File: config.mk
export PLATFORM = sky130hd
export DESIGN_NAME = rgb_pwm_fader
export DESIGN_NICKNAME = d
export VERILOG_FILES = /design/src/rtl/rgb_pwm_fader.sv
export SDC_FILE = /design/constraint.sdc
export NUM_CORES = 1
export LEC_CHECK = 0
export BUFFER_PORTS_ARGS = -buffer_cell sky130_fd_sc_hd__buf_4
export CAP_MARGIN = 0
export CORE_ASPECT_RATIO = 2
export CORE_MARGIN = 4
export CORE_UTILIZATION = 35
export DETAILED_ROUTE_END_ITERATION = 8
export GPL_ROUTABILITY_DRIVEN = 0
export HOLD_SLACK_MARGIN = 0.03
export PLACE_DENSITY = 0.58
export SYNTH_ARGS = -nofsm -noshare
export SYNTH_HDL_FRONTEND = slang
export SYNTH_SLANG_ARGS = --single-unit
File: constraint.sdc
create_clock -name clk -period 7.4 [get_ports clk]
set_clock_uncertainty 0.1 [all_clocks]
set_input_delay 0.74 -clock clk [delete_from_list [all_inputs] [get_ports clk]]
set_output_delay 0.74 -clock clk [all_outputs]
set_load 0.03 [all_outputs]
File: src/rtl/rgb_pwm_fader.sv
// rgb_pwm_fader: N-channel PWM LED driver with a run-time prescaler. Duty
// updates are taken only at PWM period boundaries. An optional fade mode
// ramps each active duty toward its pending value one LSB per fade step.
// period_tick is high in the clock after the boundary tick, which is the
// clock in which the internal counter first holds 0.
module rgb_pwm_fader #(
    parameter int CH         = 3,
    parameter int R          = 8,
    parameter int TIMER_BITS = 8
) (
    input  logic                  clk,
    input  logic                  reset,
    input  logic [TIMER_BITS-1:0] final_value,
    input  logic [CH*(R+1)-1:0]   target_duty,
    input  logic                  load,
    input  logic                  fade_en,
    input  logic [7:0]            fade_div,
    output logic [CH-1:0]         pwm_out,
    output logic                  period_tick,
    output logic                  busy
);

    localparam int            DW       = R + 1;
    localparam logic [R:0]    DUTY_MAX = {1'b1, {R{1'b0}}};
    localparam logic [R:0]    DUTY_ONE = (R+1)'(1);
    localparam logic [R-1:0]  CNT_LAST = {R{1'b1}};

    logic [TIMER_BITS-1:0]  presc_q, presc_d;
    logic [R-1:0]           cnt_q, cnt_d;
    logic [7:0]             fcnt_q, fcnt_d;
    logic                   restart_q, restart_d;
    logic [CH-1:0][R:0]     pend_q, pend_d;
    logic [CH-1:0][R:0]     act_q, act_d;
    logic [CH-1:0]          pwm_q, pwm_d;
    logic                   tick_q, busy_q, busy_d;
    logic                   tick, pb, fade_step;
    logic [R:0]             raw;

    // Prescaler and PWM counter: one tick per final_value+1 clocks, boundary on the wrap.
    always_comb begin
        // NOTE: always_comb uses blocking '=' so later lines see earlier results;
        // state registers below use '<=' so every flop samples pre-edge values.
        tick    = (presc_q == final_value);
        // A final_value lowered below the count lets the prescaler run on to
        // its natural overflow rather than being clamped.
        presc_d = tick ? '0 : presc_q + TIMER_BITS'(1);
        pb      = tick && (cnt_q == CNT_LAST);
        cnt_d   = tick ? cnt_q + R'(1) : cnt_q;
    end

    // Fade step scheduler: counts boundaries and restarts after fade_en was low.
    always_comb begin
        // NOTE: every output gets a default first, so no path can infer a latch.
        fade_step = 1'b0;
        fcnt_d    = fcnt_q;
        restart_d = restart_q;
        if (!fade_en) begin
            restart_d = 1'b1;
        end else if (pb) begin
            if (restart_q) begin
                // First boundary after fade_en rises only realigns the counter.
                fcnt_d    = '0;
                restart_d = 1'b0;
            end else if (fcnt_q == fade_div) begin
                fcnt_d    = '0;
                fade_step = 1'b1;
            end else begin
                fcnt_d = fcnt_q + 8'd1;
            end
        end
    end

    // Per-channel pending capture, boundary update of active duty, compare and busy.
    always_comb begin
        pend_d = pend_q;
        act_d  = act_q;
        pwm_d  = '0;
        busy_d = 1'b0;
        raw    = '0;
        for (int i = 0; i < CH; i++) begin
            if (load) begin
                raw       = target_duty[i*DW +: DW];
                pend_d[i] = (raw > DUTY_MAX) ? DUTY_MAX : raw;
            end
            // Boundary update reads pend_q, so a load in the boundary cycle
            // waits for the following boundary.
            if (pb) begin
                if (!fade_en) begin
                    act_d[i] = pend_q[i];
                end else if (fade_step) begin
                    if (act_q[i] < pend_q[i]) begin
                        act_d[i] = act_q[i] + DUTY_ONE;
                    end else if (act_q[i] > pend_q[i]) begin
                        act_d[i] = act_q[i] - DUTY_ONE;
                    end
                end
            end
            pwm_d[i] = ({1'b0, cnt_q} < act_q[i]);
            busy_d   = busy_d | (act_d[i] != pend_d[i]);
        end
    end

    // State registers with synchronous active-high reset.
    always_ff @(posedge clk) begin
        if (reset) begin
            // NOTE: the per-channel duty registers are a handful of flops, not a
            // RAM, so they are cleared with everything else; reset mid-period
            // therefore leaves no partial pulse behind.
            presc_q   <= '0;
            cnt_q     <= '0;
            fcnt_q    <= '0;
            restart_q <= 1'b0;
            pend_q    <= '0;
            act_q     <= '0;
            pwm_q     <= '0;
            tick_q    <= 1'b0;
            busy_q    <= 1'b0;
        end else begin
            presc_q   <= presc_d;
            cnt_q     <= cnt_d;
            fcnt_q    <= fcnt_d;
            restart_q <= restart_d;
            pend_q    <= pend_d;
            act_q     <= act_d;
            pwm_q     <= pwm_d;
            tick_q    <= pb;
            busy_q    <= busy_d;
        end
    end

    assign pwm_out     = pwm_q;
    assign period_tick = tick_q;
    assign busy        = busy_q;

endmodule

# Word level (Yosys, flattened, before mapping)
# Index checks and enable logic that the tools add are counted.
# op_classes
addsub	9
mul	0
n_div	0
n_lt_le_gt_ge	12
n_eq_ne	7
n_shift	0
muxes	29
bitwise_logic	2
n_reduce_logical	3
# op_table
cell	count
9-bit 2-to-1 mux	21
9-bit by 1-bit adder with 9-bit output (second input constant)	3
9-bit greater-than comparator	3
9-bit greater-than comparator (second input constant)	3
8-bit by 9-bit less-than comparator with 1-bit output	3
9-bit less-than comparator	3
9-bit inequality test	3
9-bit by 1-bit subtractor with 9-bit output (second input constant)	3
8-bit by 1-bit adder with 8-bit output (second input constant)	3
8-bit == test	2
8-bit 2-to-1 mux	2
8-bit == test (second input constant)	1
1-bit 2-to-1 mux	6
2-bit by 1-bit inequality test with 1-bit output (second input constant)	1
1-bit bitwise OR	2
2-bit AND reduction	1
2-bit OR reduction	1
1-bit logical AND	1
# word_totals
regBits	84
latchBits	0
mem_bits_rw	0
romBits	0
mem_count	0

# Depth between registers and ports, before layout
# Gate-level depths: netlist of the first run.
# logic_depth
depth_word	11
depth_mapped	12
ltp_nobuf	12

# Least setup slack after synthesis of the first run
# OpenSTA, ideal clock, no wires.
# synth_path
path_type	register -> register
from	register pend_q[8] (netlist name)
to	register busy_q (netlist: busy)
setup_time_ns	0.125
arrival_time_ns	3.118
required_ns	7.175
setup_slack_ns	4.057
path_stages_with_launch	13
path_buffers	0
period_less_slack_ns	3.343
path_cell_list	dfxtp_1 inv_1 ha_1 nand4_1 o221ai_1 nor2_1 or4_1 a21oi_1 mux2_2 and3_1 xnor2_1 nand4_1 o41a_1
# synth_via
elab_chain_cells	9
word_cells_on_any_way	11
classes_between	order compare: 2; eq/ne: 1; mux: 6; bitwise: 2
# synth_lines
element	line	rtl
start, declared	32	logic [CH-1:0][R:0] pend_q, pend_d;
start signal, assigned	123	pend_q <= pend_d;
9-bit greater-than comparator	93	end else if (act_q[i] > pend_q[i]) begin
9-bit 2-to-1 mux	93	
9-bit 2-to-1 mux	91	if (act_q[i] < pend_q[i]) begin
9-bit 2-to-1 mux	90	end else if (fade_step) begin
9-bit 2-to-1 mux	88	if (!fade_en) begin
9-bit 2-to-1 mux	87	if (pb) begin
9-bit inequality test (*)	99	busy_d = busy_d | (act_d[i] != pend_d[i]);
1-bit bitwise OR (*) (2 in a row)	99	
end signal, assigned	127	busy_q <= busy_d;
end, declared	35	logic tick_q, busy_q, busy_d;
# Mark *: on every way between the ends. The rest lies on a longest branch, timed or not.
# A chain may end at the register's enable or synchronous reset.

# Worst setup path after layout of the first run
# layout_path
from	input fade_div[7]
to	register busy_q (netlist: busy)
# layout_via
elab_chain_cells	11
word_cells_on_any_way	19
classes_between	eq/ne: 4; mux: 13; bitwise: 2
# layout_lines
element	line	rtl
start, declared	17	input logic [7:0] fade_div,
8-bit == test (*)	64	end else if (fcnt_q == fade_div) begin
1-bit 2-to-1 mux (*)	64	
1-bit 2-to-1 mux (*)	60	if (restart_q) begin
1-bit 2-to-1 mux (*)	59	end else if (pb) begin
1-bit 2-to-1 mux (*)	57	if (!fade_en) begin
9-bit 2-to-1 mux	90	
9-bit 2-to-1 mux	88	
9-bit 2-to-1 mux	87	
9-bit inequality test	99	
1-bit bitwise OR	99	
1-bit bitwise OR (*)	99	
# Marks and branches as above.

==> qor.txt, run 1 <==
core box area -> 18700 sq um
Placement Setup Slack -> 2.74 ns
vias in the first global route -> 6636
Post-CTS Resized -> 0
multi-input logic area -> 4590 sq um
synthesized flop and latch total -> 84
DP Wirelength -> 17400 um
VDD IR max -> 0.108 mV
IO Count -> 52
Ant. Diodes -> 0
total global-route track usage -> 0.215
Routed Wire Length -> 23000 um
Vias per Instance -> 5.74
aggregate global routing overflow -> 0
Synth Area in Simple Gates -> 0.260
min cycle time layout -> 4.41 ns
Hold-fix buffers, CTS -> 0
Hold Path Origin -> restart_q$_SDFFE_PP0P_
syn nets -> 964
Primary FF master, synth -> dfxtp_1
initial antenna violation count -> 0
Placement Cell Area -> 7210 sq um
top cells by area, synth -> dfxtp_1 25%, ha_1 11%, nor2_1 5.7%
via count -> 6561
H-tree levels -> 3
register area share after synthesis -> 0.252
Max Clk Rate -> 227 MHz
GRT Max-Usage Layer -> met2
CTS tree -> done
Nets -> 988
post-synthesis mux area share -> 0.0383
Finished Cell Area -> 7540 sq um
maxcap violations -> 0
syn avg cell area -> 7.76 sq um
min setup slack post-route -> 2.99 ns
Worst Path Required -> 7.54 ns
Synth area leader -> dfxtp_1
Final Hold Viols -> 0
reg2reg end -> busy$_SDFF_PP0_
RSZ-0062 raised after global routing -> false
initial DRC count -> 295
CTS root buffer -> clkbuf_16
CP Capture Type -> register
setup_tns -> 0 ns
adder-cell share of the synthesized area -> 0.107
largest net degree at the start of global routing -> 64
Filler Cell Count -> 1955
Hold/Removal Path Class -> reg2reg
GRT met1 Usage -> 0.203
clock sink count -> 84
Port Buffers -> 51
Die X-Extent -> 106 um
GR Util met2 -> 0.409
clock buffer depth -> 2
Post-synth EDFFs -> 0
Slew Limit Headroom -> 0.312
M3 GR Usage -> 0.0301
Post-Synthesis Cells -> 860
clock latency on the worst-skew pair -> 0.36 ns
Layout area overhead -> 12.9%
Worst Path Class, Setup -> in2reg
Min Hold Slack -> 0.405 ns
Final Cycle Share -> 0.596
row cnt -> 71
Hold Path End -> restart_q$_SDFFE_PP0P_
drt drc -> 0
Final Core Density -> 0.402
Mapped Area -> 6670 sq um
XOR/XNOR Fraction of Synth Area -> 0.0879
max-slew violation count -> 0
Reg area -> 1680 sq um
Starting Density -> 0.356
post-CTS setup buffer count -> 0
layout cells sized above 1 -> 0.102
worst slew pin tran -> 1.03 ns
pwr dens -> 156 nW/um^2
Finish-stage setup viols -> 0
Yosys top cell area share -> 0.252
outcome -> completed
hold path depth -> 2
antenna-violating nets left -> 0
r2r setup slk -> 3.10 ns
Worst EP arrival -> 4.56 ns
crit path max fanout -> 13
combinational family with the most area after synthesis -> simple AND/OR/NAND/NOR gates
CP startpoint -> fade_div[7]
post-synth cell types -> 76
CP Launch Type -> input pin
first-pass iteration count of the detailed router -> 5
CTS Buf Count -> 9
clock-pin slew on the worst setup and hold paths -> 0.07 ns
first-pass GRT wire length -> 35700 um
R2R Path Start -> fcnt_q[7]$_SDFFE_PP0P_
Yosys warning count -> 0
Die Ht -> 203 um
Avg WL per Cell -> 20.1 um
share of flip-flops with an asynchronous set or reset -> 0
Die ar. -> 21500 sq um
leakage power -> 0.00293 uW
Synth Area in Compound Gates -> 0.195
worst r2r path cells -> 10
==> worst max-delay path by stage <==
| stage | endpoint | slack, ns | cells after the start |
|---|---|---|---|
| after floorplan | busy$_SDFF_PP0_ | 4.06 | 12 |
| after global placement | busy$_SDFF_PP0_ | 2.73 | 11 |
| after detailed placement | busy$_SDFF_PP0_ | 2.74 | 11 |
| after CTS | busy$_SDFF_PP0_ | 3.10 | 11 |
| after global routing | busy$_SDFF_PP0_ | 2.96 | 11 |
| final | busy$_SDFF_PP0_ | 2.99 | 11 |
==> area by class of cell <==
type | instances | area share
clock inverters | 6 | 0.0128
inverters | 57 | 0.0284
flip-flops and latches | 84 | 0.223
repair buffers | 54 | 0.0538
well taps | 255 | 0.0423
multi-input cells | 678 | 0.609
clock buffers | 10 | 0.0304
==> placed cells by master (no fill, tap or decap), drive strengths merged, types with 5 or more instances in the layout <==
master,n
nand4,25
a31oi,5
o22ai,10
a21o,23
a211oi,7
o211ai,5
nor3,19
a21oi,71
nor2,102
o221ai,8
inv,58
xnor2,37
nor3b,13
or3,8
xor2,30
o2111ai,5
o21ai,26
a22oi,6
mux2i,21
nand3,25
buf,54
and3,22
dfxtp,84
clkbuf,10
ha,57
and2,8
and4,12
nand3b,5
nor4,10
nand2,64
==> where the power goes <==
part / leakage [uW] / total (uW) / internal, uW / switching, uW
sequential: 0.000681 / 469 / 460 / 9.35
clock: 0.000160 / 517 / 301 / 216
combinational: 0.00209 / 192 / 76.8 / 115
==> cell families (layout without fill, tap and decap cells) <==
family,after synthesis,after routing
mux,25,25
xor+xnor,67,67
compound gates,196,196
buf+inv,98,127
simple gates,333,333
fa+ha+maj,57,57
flops,84,84
==> Yosys cell counts, types with 3 or more instances <==
cell / number
nor2_1: 101
dfxtp_1: 84
a21oi_1: 71
nand2_1: 63
ha_1: 57
inv_1: 56
xnor2_1: 37
xor2_1: 30
clkbuf_1: 26
nand4_1: 25
nand3_1: 24
a21o_1: 23
and3_1: 22
mux2i_1: 21
o21ai_0: 20
nor3_1: 19
nor3b_1: 13
and4_1: 12
o22ai_1: 10
nor4_1: 8
o221ai_1: 8
or3_1: 8
buf_2: 7
a211oi_1: 6
a22oi_1: 6
and2_1: 6
a31oi_1: 5
nand3b_1: 5
o211ai_1: 5
mux2_2: 4
nand2b_1: 4
nor2b_1: 4
o2111ai_1: 4
o21a_1: 4
o21ai_1: 4
buf_1: 3
nor4b_1: 3
==> metrics by stage <==
| stage | instances | power, uW |
|---|---|---|
| floorplan | 860 | 604 |
| CTS | 1144 | 1190 |
| detailed placement | 1128 | 669 |
| finish | 1144 | 1180 |
| global route | 1144 | 1220 |
| global placement | 1128 | 670 |
==> critical path: stages <==
cell and delay [ns]:
buf_4 0.11, xor2_1 0.14, nor4_2 0.36, nand3b_1 0.62, nor4_1 0.98, o21ai_0 0.26, xnor2_1 0.30, o21ai_0 0.16
nor4_1 0.25, nand4_1 0.19, o41a_1 0.45
==> sequential cells by signal (all words and copies together), names as in the netlist <==
signal,cells
fcnt_q,8
act_q,27
period_tick,1
busy,1
presc_q,8
pwm_out,3
pend_q,27
cnt_q,8
restart_q,1
==> metal layers <==
layer  vias to the layer above  wire (um)
met1                      3097       7940
met4                         0       1810
met2                       231      12400
met5                         -          0
li1                       3138          -
met3                        95        893
No activity file was read; power rests on OpenSTA's default activity.
==> run 2, diff against run 1 <==
Settings changed: PLACE_DENSITY 0.58 to 0.6.
Clock period 7.4 ns to 4 ns, I/O delays scaled along.
==> qor.txt, run 2 (synthesis gave the netlist of run 1 again) <==
vias in the first global route -> 6779 (was 6636)
Layout area overhead -> 16.4% (was 12.9%)
Worst path max stage delay -> 0.51 ns (was 0.98 ns)
Slew Limit Headroom -> 0.444 (was 0.312)
Internal Power -> 1520 uW (was 838 uW)
core box area -> 18700 sq um (unchanged)
switching power -> 618 uW (was 341 uW)
CTS Buf Count -> 9 (unchanged)
commonest cells after routing, fill and taps aside -> 101 x nor2_1, 84 x dfxtp_1, 84 x buf_4 (was 101 x nor2_1, 84 x dfxtp_1, 71 x a21oi_1)
Die ar. -> 21500 sq um (unchanged)
CTS tree -> done (unchanged)
most common cell after layout, fill and taps aside -> nor2_1 (unchanged)
row cnt -> 71 (unchanged)
first-pass iteration count of the detailed router -> 5 (unchanged)
Avg WL per Cell -> 20.2 um (was 20.1 um)
clock latency on the worst-skew pair -> 0.36 ns (about the same)
VDD IR max -> 0.225 mV (was 0.108 mV)
aggregate global routing overflow -> 0 (unchanged)
worst r2r path cells -> 12 (was 10)
post-CTS setup buffer count -> 0 (unchanged)
Switching Fraction -> 0.289 (about the same)
Finish-stage setup viols -> 0 (unchanged)
via count -> 6721 (was 6561)
GR Util met2 -> 0.412 (was 0.409)
DP Wirelength -> 18100 um (was 17400 um)
maxcap violations -> 0 (unchanged)
setup_tns -> 0 ns (unchanged)
CP Capture Type -> register (unchanged)
Die Ht -> 203 um (unchanged)
Port Buffers -> 51 (unchanged)
Worst EP arrival -> 3.91 ns (was 4.56 ns)
first-pass GRT wire length -> 36300 um (was 35700 um)
Worst Path Required -> 4.15 ns (was 7.54 ns)
outcome -> completed (unchanged)
GRT Max-Usage Layer -> met2 (unchanged)
clock sink count -> 84 (unchanged)
cell family with most CP delay -> simple AND/OR/NAND/NOR gates (unchanged)
Slowest cell on crit path -> or4_1 (was nor4_1)
CTS root buffer -> clkbuf_16 (unchanged)
clock buffer depth -> 2 (unchanged)
Seq pwr share -> 0.406 (was 0.398)
M3 GR Usage -> 0.0358 (was 0.0301)
largest net degree at the start of global routing -> 64 (unchanged)
H-tree levels -> 3 (unchanged)
max-slew violation count -> 0 (unchanged)
crit path max fanout -> 6 (was 13)
Hold/Removal Path Class -> in2reg (was reg2reg)
Starting Density -> 0.356 (unchanged)
Final Cycle Share -> 0.939
leakage power -> 0.00308 uW (was 0.00293 uW)
Ant. Diodes -> 0 (unchanged)
initial antenna violation count -> 0 (unchanged)
clock-pin slew on the worst setup and hold paths -> 0.07 ns (about the same)
biggest regs -> act_q x27, pend_q x27 (unchanged)
GRT met1 Usage -> 0.207 (was 0.203)
Final Hold Viols -> 0 (unchanged)
Worst Path Class, Setup -> reg2reg (was in2reg)
Filler Cell Count -> 1917 (was 1955)
Post-CTS Resized -> 0 (unchanged)
layout cells sized above 1 -> 0.133 (was 0.102)
drt drc -> 0 (unchanged)
antenna-violating nets left -> 0 (unchanged)
CP startpoint -> act_q[0]$_SDFF_PP0_ (was fade_div[7])
Max Clk Rate -> 266 MHz
CP Launch Type -> register (was input pin)
cell chain of the critical path -> inv_1 -> ha_1 -> nand3b_1 -> a211oi_2 -> nor2_1 -> or4_1 -> a21oi_1 -> mux2_2 -> and3_1 -> xnor2_1 -> nand4_1 -> o41a_1 (was buf_4 -> xor2_1 -> nor4_2 -> nand3b_1 -> nor4_1 -> o21ai_0 -> xnor2_1 -> o21ai_0 -> nor4_1 -> nand4_1 -> o41a_1)
Final Core Density -> 0.414 (was 0.402)
worst slew pin tran -> 0.810 ns (was 1.03 ns)
Hold-fix buffers, CTS -> 0 (unchanged)
Clock power frac -> 0.422 (was 0.439)
pwr dens -> 275 nW/um^2 (was 156 nW/um^2)
IO Count -> 52 (unchanged)
initial DRC count -> 307 (was 295)
min cycle time layout -> 3.76 ns
Comb pwr share -> 0.172 (was 0.163)
R2R Path Start -> act_q[0]$_SDFF_PP0_ (was fcnt_q[7]$_SDFFE_PP0P_)
reg2reg end -> busy$_SDFF_PP0_ (unchanged)
cell count along the critical path -> 12 (was 11)
CP Buf/Inv Count -> 1 (unchanged)
Nets -> 1019 (was 988)
r2r setup slk -> 0.24 ns (was 3.10 ns)
CP endpoint -> busy$_SDFF_PP0_ (unchanged)
RSZ-0062 raised after global routing -> false (unchanged)
total global-route track usage -> 0.221 (was 0.215)
Vias per Instance -> 5.72 (was 5.74)
Routed Wire Length -> 23700 um (was 23000 um)
Die X-Extent -> 106 um (unchanged)
run 2: worst reg2reg max path, stage by stage (launching register included):
cell and delay, ns:
dfxtp_1 0.48, inv_1 0.20, ha_1 0.21, nand3b_1 0.20, a211oi_2 0.37, nor2_1 0.13
or4_1 0.51, a21oi_1 0.21, mux2_2 0.35, and3_1 0.20, xnor2_1 0.14, nand4_1 0.12
o41a_1 0.41
run 2: area by class of cell:
type / count / area (sq um) / area share
clock buffer: 11 / 253 / 0.0325
tap: 255 / 319 / 0.0411
clock inverter: 4 / 56.3 / 0.00725
inverter: 57 / 214 / 0.0276
sequential: 84 / 1680 / 0.217
multi-input combinational: 678 / 4590 / 0.591
timing repair buffer: 85 / 651 / 0.0838
run 2: worst min-delay path by stage:
| stage | start | end | slack (ns) | cells after the start |
|---|---|---|---|---|
| 4_1_cts | fade_en | restart_q$_SDFFE_PP0P_ | 0.30 | 2 |
| 5_1_grt | fade_en | restart_q$_SDFFE_PP0P_ | 0.30 | 2 |
| 2_1_floorplan | restart_q$_SDFFE_PP0P_ | restart_q$_SDFFE_PP0P_ | 0.35 | 2 |
| 6_report | fade_en | restart_q$_SDFFE_PP0P_ | 0.31 | 2 |
| 3_5_place_dp | restart_q$_SDFFE_PP0P_ | restart_q$_SDFFE_PP0P_ | 0.38 | 2 |
| 3_3_place_gp | restart_q$_SDFFE_PP0P_ | restart_q$_SDFFE_PP0P_ | 0.37 | 2 |
run 2: layer usage:
layer | wire, um | part of all wire | vias to the layer above
li1 | - | - | 3209
met2 | 12600 | 0.53 | 256
met5 | 0 | 0 | -
met3 | 1050 | 0.044 | 120
met1 | 8110 | 0.34 | 3136
met4 | 1940 | 0.082 | 0
run 2: power by group through the flow:
stage / Sequential [uW] / Combinational (uW) / Clock [uW]
final: 868 / 368 / 902
after global routing: 870 / 398 / 948
after CTS: 868 / 364 / 913
after detailed placement: 887 / 361 / 0
after global placement: 887 / 360 / 0
after floorplan: 882 / 236 / 0
run 2: stage by stage:
stage / hold WS (ns) / total power (uW) / area [sq um] / setup slack [ns] / instances
3_3_place_gp: 0.369 / 1250 / 7460 / 0.333 / 1159
6_report: 0.306 / 2140 / 7760 / 0.242 / 1174
3_5_place_dp: 0.385 / 1250 / 7460 / 0.324 / 1159
5_1_grt: 0.303 / 2220 / 7760 / 0.0790 / 1174
4_1_cts: 0.303 / 2140 / 7760 / 0.258 / 1174
2_1_floorplan: 0.352 / 1120 / 6670 / 0.657 / 860
